--- src/rtl/gslcd_v1_0_fetch_sched.sv ---
`default_nettype none
// gslcd_v1_0_fetch_sched: framebuffer burst-read scheduler with pointer double-buffering
// and late-frame abort. Rev 1.0
module gslcd_v1_0_fetch_sched #(
  parameter int C_ADDR_WIDTH      = 32,
  parameter int C_BURST_BYTES     = 64,
  parameter int C_FRAME_BYTES     = 1152000,
  parameter int C_CNT_WIDTH       = 16,
  parameter int C_MAX_OUTSTANDING = 2,
  parameter int C_RST_CYCLES      = 5
) (
  input  logic                    ACLK,
  input  logic                    ARESETN,
  input  logic                    EN,
  input  logic [C_ADDR_WIDTH-1:0] FRAME_PTR,
  input  logic                    PTR_VALID,
  input  logic                    FRAME_START,
  input  logic                    FIFO_ALMOST_FULL,
  output logic                    CMD_VALID,
  input  logic                    CMD_READY,
  output logic [C_ADDR_WIDTH-1:0] CMD_ADDR,
  output logic                    CMD_LAST,
  input  logic                    DONE,
  output logic                    FIFO_RST,
  output logic [C_ADDR_WIDTH-1:0] ACTIVE_PTR,
  output logic                    SWAP_ACK,
  output logic                    FRAME_LATE,
  input  logic                    CLR_LATE,
  output logic                    BUSY
);

  localparam int OW = $clog2(C_MAX_OUTSTANDING + 1);
  localparam int RW = (C_RST_CYCLES > 1) ? $clog2(C_RST_CYCLES) : 1;
  localparam logic [C_CNT_WIDTH-1:0] LAST_IDX = C_CNT_WIDTH'(C_FRAME_BYTES / C_BURST_BYTES - 1);
  localparam logic [OW-1:0]          MAX_OUT  = OW'(C_MAX_OUTSTANDING);
  localparam logic [RW-1:0]          RST_LOAD = RW'(C_RST_CYCLES - 1);

  typedef enum logic [2:0] {
    S_IDLE      = 3'd0,
    S_FLUSH     = 3'd1,
    S_ISSUE     = 3'd2,
    S_WAIT_DONE = 3'd3,
    S_ABORT     = 3'd4
  } state_t;

  state_t                  state_q;
  logic [RW-1:0]           rst_cnt_q;
  logic [C_CNT_WIDTH-1:0]  idx_q;
  logic [OW-1:0]           outst_q;
  logic [C_ADDR_WIDTH-1:0] pend_ptr_q;
  logic                    pend_vld_q;
  logic [C_ADDR_WIDTH-1:0] active_q;
  logic                    cmd_valid_q;
  logic [C_ADDR_WIDTH-1:0] cmd_addr_q;
  logic                    cmd_last_q;
  logic                    fifo_rst_q;
  logic                    swap_ack_q;
  logic                    late_q;

  logic                    fs;
  logic                    hs;
  logic                    dn;
  logic                    swap;
  logic                    can_issue;
  logic [C_ADDR_WIDTH-1:0] burst_addr;

  assign fs   = FRAME_START & EN;
  assign hs   = cmd_valid_q & CMD_READY;
  assign dn   = DONE & (outst_q != '0);
  assign swap = fs & pend_vld_q;
  // A frame start suppresses any new request in the same cycle so an abort never races a fresh burst.
  assign can_issue  = (state_q == S_ISSUE) & ~cmd_valid_q & ~FIFO_ALMOST_FULL
                    & (outst_q < MAX_OUT) & ~fs;
  assign burst_addr = active_q + C_ADDR_WIDTH'(idx_q) * C_ADDR_WIDTH'(C_BURST_BYTES);

  always_ff @(posedge ACLK or negedge ARESETN) begin
    if (!ARESETN) begin
      state_q     <= S_IDLE;
      rst_cnt_q   <= '0;
      idx_q       <= '0;
      outst_q     <= '0;
      pend_ptr_q  <= '0;
      pend_vld_q  <= 1'b0;
      active_q    <= '0;
      cmd_valid_q <= 1'b0;
      cmd_addr_q  <= '0;
      cmd_last_q  <= 1'b0;
      fifo_rst_q  <= 1'b0;
      swap_ack_q  <= 1'b0;
      late_q      <= 1'b0;
    end else begin
      swap_ack_q <= swap;
      if (swap) active_q <= pend_ptr_q;
      // A pointer written alongside the swapping frame start stays pending for the next frame.
      if (PTR_VALID) begin
        pend_ptr_q <= FRAME_PTR;
        pend_vld_q <= 1'b1;
      end else if (swap) begin
        pend_vld_q <= 1'b0;
      end

      if (fs && state_q != S_IDLE) late_q <= 1'b1;
      else if (CLR_LATE)           late_q <= 1'b0;

      if (hs && !dn)      outst_q <= outst_q + OW'(1);
      else if (!hs && dn) outst_q <= outst_q - OW'(1);

      if (hs) begin
        cmd_valid_q <= 1'b0;
        cmd_last_q  <= 1'b0;
        idx_q       <= idx_q + C_CNT_WIDTH'(1);
      end else if (can_issue) begin
        cmd_valid_q <= 1'b1;
        cmd_addr_q  <= burst_addr;
        cmd_last_q  <= (idx_q == LAST_IDX);
      end

      case (state_q)
        S_IDLE: if (fs) begin
          state_q    <= S_FLUSH;
          fifo_rst_q <= 1'b1;
          rst_cnt_q  <= RST_LOAD;
        end
        S_FLUSH: begin
          if (fs) begin
            rst_cnt_q <= RST_LOAD;
          end else if (rst_cnt_q == '0) begin
            state_q    <= S_ISSUE;
            fifo_rst_q <= 1'b0;
            idx_q      <= '0;
          end else begin
            rst_cnt_q <= rst_cnt_q - RW'(1);
          end
        end
        S_ISSUE: begin
          if (fs)                    state_q <= S_ABORT;
          else if (hs && cmd_last_q) state_q <= S_WAIT_DONE;
        end
        S_WAIT_DONE: begin
          if (fs)                   state_q <= S_ABORT;
          else if (outst_q == '0)   state_q <= S_IDLE;
        end
        S_ABORT: if (!fs && !cmd_valid_q && outst_q == '0) begin
          state_q    <= S_FLUSH;
          fifo_rst_q <= 1'b1;
          rst_cnt_q  <= RST_LOAD;
        end
        default: state_q <= S_IDLE;
      endcase
    end
  end

  assign CMD_VALID  = cmd_valid_q;
  assign CMD_ADDR   = cmd_addr_q;
  assign CMD_LAST   = cmd_last_q;
  assign FIFO_RST   = fifo_rst_q;
  assign ACTIVE_PTR = active_q;
  assign SWAP_ACK   = swap_ack_q;
  assign FRAME_LATE = late_q;
  assign BUSY       = (state_q != S_IDLE);

endmodule
`default_nettype wire

--- config.mk ---
export PLATFORM = sky130hd
export DESIGN_NAME = gslcd_v1_0_fetch_sched
export DESIGN_NICKNAME = d
export VERILOG_FILES = /design/src/rtl/gslcd_v1_0_fetch_sched.sv
export SDC_FILE = /design/constraint.sdc
export NUM_CORES = 1
export LEC_CHECK = 0
export CAP_MARGIN = 5
export CORE_ASPECT_RATIO = 1.1
export CORE_MARGIN = 2
export CORE_UTILIZATION = 47
export CTS_BUF_LIST = sky130_fd_sc_hd__clkbuf_16
export DETAILED_ROUTE_END_ITERATION = 16
export GPL_TIMING_DRIVEN = 1
export PLACE_DENSITY = 0.76
export SLEW_MARGIN = 20
export SYNTH_ARGS = -nofsm -noshare
export SYNTH_HDL_FRONTEND = slang
export SYNTH_SLANG_ARGS = --single-unit
export TNS_END_PERCENT = 100
--- constraint.sdc ---
create_clock -name ACLK -period 2.2 [get_ports ACLK]
set_clock_uncertainty 0.1 [all_clocks]
set_input_delay 0.44 -clock ACLK [delete_from_list [all_inputs] [get_ports ACLK]]
set_output_delay 0.44 -clock ACLK [all_outputs]
set_load 0.005 [all_outputs]
* Word-level counts from Yosys, hierarchy flattened *
Index checks and enable logic that the tools add are counted.

cells by class
  $add $sub $neg = 5
  multiply operators = 0
  divide/modulo/power cells = 0
  $lt $le $gt $ge = 1
  equal/unequal tests = 12
  shifts and indexed selects = 0
  muxes and demuxes = 33
  bitwise logic cells = 12
  reductions and logical operators = 24

operators by type and width
  kind                   number
  $mux 16                4
  $mux 3                 12
  $add 32x22->32         1
  $add 16x1->16 const B  1
  $eq 16x15->1 const B   1
  $pmux 3 s5             1
  $mux 1                 12
  $reduce_bool 2->1      5
  $pmux 3 s3             1
  $and 1x1->1            8
  $ne 2x2->1 const B     4
  $eq 3x2->1 const B     2
  $logic_and 1x1->1      6
  $logic_not 3->1        2
  $ne 3x3->1 const B     2
  $reduce_and 6->1       1
  $reduce_bool 3->1      2
  $reduce_and 5->1       1
  $logic_not 1->1        4
  $mux 2                 2
  $not 1->1              4
  $reduce_and 4->1       1
  $eq 3x1->1 const B     1
  $eq 3x3->1 const B     1
  8 further kinds        8

storage, ports and cells
  flip-flop bits (word level) = 126
  bits in latches = 0
  bits in writable memories = 0
  bits in read-only memories = 0
  memories = 0

* Logic depth before layout (Yosys ltp) *
  depth after elaboration = 7
  depth in mapped cells = 10
  depth with buffers taken out = 10

* Least setup slack after synthesis *
No wires, ideal clock.

  kind = register to register
  start point = reg idx_q[0]
  end point = reg cmd_addr_q[24], in the netlist CMD_ADDR[24]
  library setup time = 82 ps
  arrival = 2265 ps
  data required time = 2018 ps
  slack = -247 ps
  stages on the path, launching flop included = 11
  path buffers = 0
  clock period less this slack = 2447 ps
  cell sequence = dfrtp_1 -> ha_1 -> inv_1 -> fa_1 -> and2b_1 -> o2111ai_1 -> a211o_1 -> nand2_2 -> a21boi_2 -> or3_1 -> a31oi_1

between the ends
  word-level cells in the longest chain between the ends = 1

RTL lines
  what                      RTL line  source
  start: declaration        48        logic [C_CNT_WIDTH-1:0] idx_q;
  start signal: assignment  111       idx_q <= idx_q + C_CNT_WIDTH'(1);
  $add 32x22->32            74        assign burst_addr = active_q + C_ADDR_WIDTH'(idx_q) * C_ADDR_WIDTH'(C_BURST_BYTES);
  end signal: assignment    114       cmd_addr_q <= burst_addr;
  end: declaration          54        logic [C_ADDR_WIDTH-1:0] cmd_addr_q;

Every way passes these cells.
A chain may end at the register's enable or synchronous reset.

* Worst setup path in the final report *
  start point = reg active_q[6], in the netlist ACTIVE_PTR[6]
  end point = reg cmd_addr_q[24], in the netlist CMD_ADDR[24]

between the ends
  word-level cells in the longest chain between the ends = 1

RTL lines
  what                      RTL line  source
  start: declaration        52        logic [C_ADDR_WIDTH-1:0] active_q;
  start signal: assignment  93        if (swap) active_q <= pend_ptr_q;
  $add 32x22->32            74

Every way passes these cells.

==> metrics.yaml <==
synth_seq_area_share: 0.5237
synthCells: 550
crit_slowest_cell: "dfrtp_1"
ys_top_cells_by_area: "dfrtp_1, mux2_2, nand2_1"
io_pins: 111
synth_edf_count: 0
root_buffer: "clkbuf_16"
track_usage: 0.2270
finalCritPeriodShare: 1.110
clk_latency_ps: 420
power_density_mw_per_mm2: 988.2
critPathBufInv: 1
initial_core_util: 0.4803
p_leak_nw: 3.844
status: "finished, violations left"
drv_slew: 0
synth.cell_area_sq_mm: 0.006021
avgSynthCellArea_sq_um: 10.95
die_x_microns: 111.9
routed_wl_microns: 14610
final_cell_mix: "dfrtp_1, clkdlybuf4s50_1, buf_4, nand2_1, mux2_2"
drive_above_1_share: 0.2762
rows: 43
wirelength_met1_microns: 6230
ys_types: 52
firstDrtPassIters: 4
holdWs_ps: 370.5
path_class: "register to register"
grt_pass1_wl_microns: 24510
setup_ws_ps: -241.1
post_drt_wl_per_cell_microns: 16.06
antenna_left: 0
dp_slack_ps: -322.8
grt-ovfl-total: 0
dp_hpwl_microns: 10800
n_antenna_cell: 0
async_reset_ff_frac: 1.000
critical_path_required_ps: 2440
setup_violations: 17
finalHoldViolCount: 0
layout.cells.most_common: "dfrtp_1"
route.met3.wl_microns: 716
peakVddDrop_mv: 0.6763
die_area_sq_mm: 0.01373
drv_cap: 0
hp-class: "register to register"
yosys.area.top_type: "dfrtp_1"
tightest_slew_ps: 466.2
path_delay_family: "compound AO/OA/AOI/OAI gates"
start_kind: "register"
cp_slowest_stage_delay_ps: 360
fmax_mhz: 409.6
die_y_microns: 122.7
grt_start_max_net_pins: 56
path_clk_slew_ps: 50
area_delta_synth_final_pct: 41.46
dr_wl_met2_microns: 7313
drt_iter0_drc: 247
max_slew_margin: 0.6886
failed_checks: "setup timing"
ys_ff_latch: 126
cp-end-kind: "register"
synth_top_flop_cell: "dfrtp_1"
viasPerCell: 5.356
path_cells: "ha_2, inv_2, fa_2, and2b_1, o2111ai_2, a211o_1, nand2_2, a21boi_2, or3_1, a31oi_1"
clockBufferDepth: 2
cts_tree: "done"
grt_setup_unrepaired: "yes"
grt_pass1_vias: 5090
num-nets-final: 803
vias: 4874
cts.sinks: 126
cts_buffers: 17
port-buffer-count: 110
antenna_found_initial: 0
synth_top_area_share: 0.5237
design.core.area_sq_mm: 0.01254
syn_nets: 612
place_congestion: 0.9181
crit_arrival_ps: 2680
stdcell_area_sq_mm: 0.008517
dpl_cell_area_sq_mm: 0.007880
highest_layer: "met4"
htree_levels: 4
yosysWarnings: 0
min_period_ps: 2441
drc: 0
crit_fanout: 3
final timing paths:
| check | start | to | slack (ps) | cells after the start |
|---|---|---|---|---|
| hold reg to reg | CMD_ADDR[1] | CMD_ADDR[1] | 370 | 2 |
| setup / recovery | ACTIVE_PTR[6] | CMD_ADDR[24] | -240 | 10 |
| max in group asynchronous | ARESETN | ACTIVE_PTR[17] | 960 | 3 |
| min in group asynchronous | ARESETN | ACTIVE_PTR[3] | 410 | 2 |
| hold / removal | CMD_ADDR[1] | CMD_ADDR[1] | 370 | 2 |
| setup reg to reg | ACTIVE_PTR[6] | CMD_ADDR[24] | -240 | 10 |
area by class of cell:
class                           count  area, sq um
Fill cell                         963         4019
Inverter                           13        48.80
Sequential cell                   126         3156
Clock inverter                     14        128.9
Multi-Input combinational cell    384         2749
Timing Repair Buffer              199         1813
Clock buffer                       17        425.4
Tap cell                          157        196.4
worst reg2reg max path, delay by kind of cell, from the launching register on:
family,cells,cell delay (ps)
AOI/OAI and AO/OA,4,710
DFF,1,360
buffers and inverters,1,40
adders and majority gates,2,520
and+or+nand+nor,3,640
state kept, by name (all words and copies together), names as in the netlist, 2 cells and up:
register,count
idx_q,16
state_q,3
rst_cnt_q,3
ACTIVE_PTR,32
pend_ptr_q,32
outst_q,2
CMD_ADDR,32
cells by family (layout without fill, tap and decap cells):
family                     after synthesis  in the layout  synth area share
xor gates and xnor gates                34             34           0.04946
buffers and inverters                   40            243           0.03013
DFF                                    126            126            0.5237
and+or+nand+nor                        169            169            0.1288
adders and majority gates               21             21           0.04489
AOI/OAI and AO/OA                       96             96            0.1033
muxes                                   64             64            0.1197
stage by stage:
| stage | utilization | total power, mW | setup TNS (ps) | instances |
|---|---|---|---|---|
| 6_report | 0.6794 | 8.417 | -2428 | 910 |
| 5_1_grt | 0.6794 | 8.874 | -4846 | 910 |
| 4_1_cts | 0.6783 | 8.502 | -2253 | 909 |
| 3_5_place_dp | 0.6286 | 5.815 | -2867 | 874 |
| 3_3_place_gp | 0.6286 | 5.695 | -1460 | 874 |
| 2_1_floorplan | - | 4.268 | -842.0 | 550 |
what timing repair did:
item                                   CTS  global route
hold buffers                             1             0
resized for setup                       19             4
endpoints found under the hold margin   30             0
pin swaps                               11             5
buffers inserted                         3             1
setup endpoints to repair               18            19
gates cloned                             0             0
per-layer routing:
metal,GRT usage,vias to the layer above
li1,-,2332
met1,0.2683,2376
met2,0.3962,135
met3,0.05432,31
met4,0.1011,0
met5,0,-
cells in the mapped netlist, types with 2 or more instances:
master,number
dfrtp_1,126
nand2_1,73
mux2_2,64
nor2_1,37
o21ai_0,35
xor2_1,26
ha_1,20
a21oi_1,17
clkbuf_1,16
nand4_1,14
nand3_1,13
inv_1,12
or3_1,9
a31oi_1,8
xnor2_1,8
buf_4,7
a21o_1,6
nor3_1,5
and3_1,4
buf_2,4
o211ai_1,4
o31ai_1,4
o21a_1,3
a211o_1,2
a21oi_2,2
and4_1,2
nor2b_1,2
o21bai_1,2
or4_1,2
where the power goes:
| group | total [mW] | leakage, nW | switching [mW] | internal, mW |
|---|---|---|---|---|
| sequential | 3.23 | 1.56 | 0.393 | 2.84 |
| clock | 2.61 | 0.273 | 0.979 | 1.63 |
| combinational | 2.57 | 2.01 | 1.04 | 1.53 |
(Power assumes the default switching activity.)
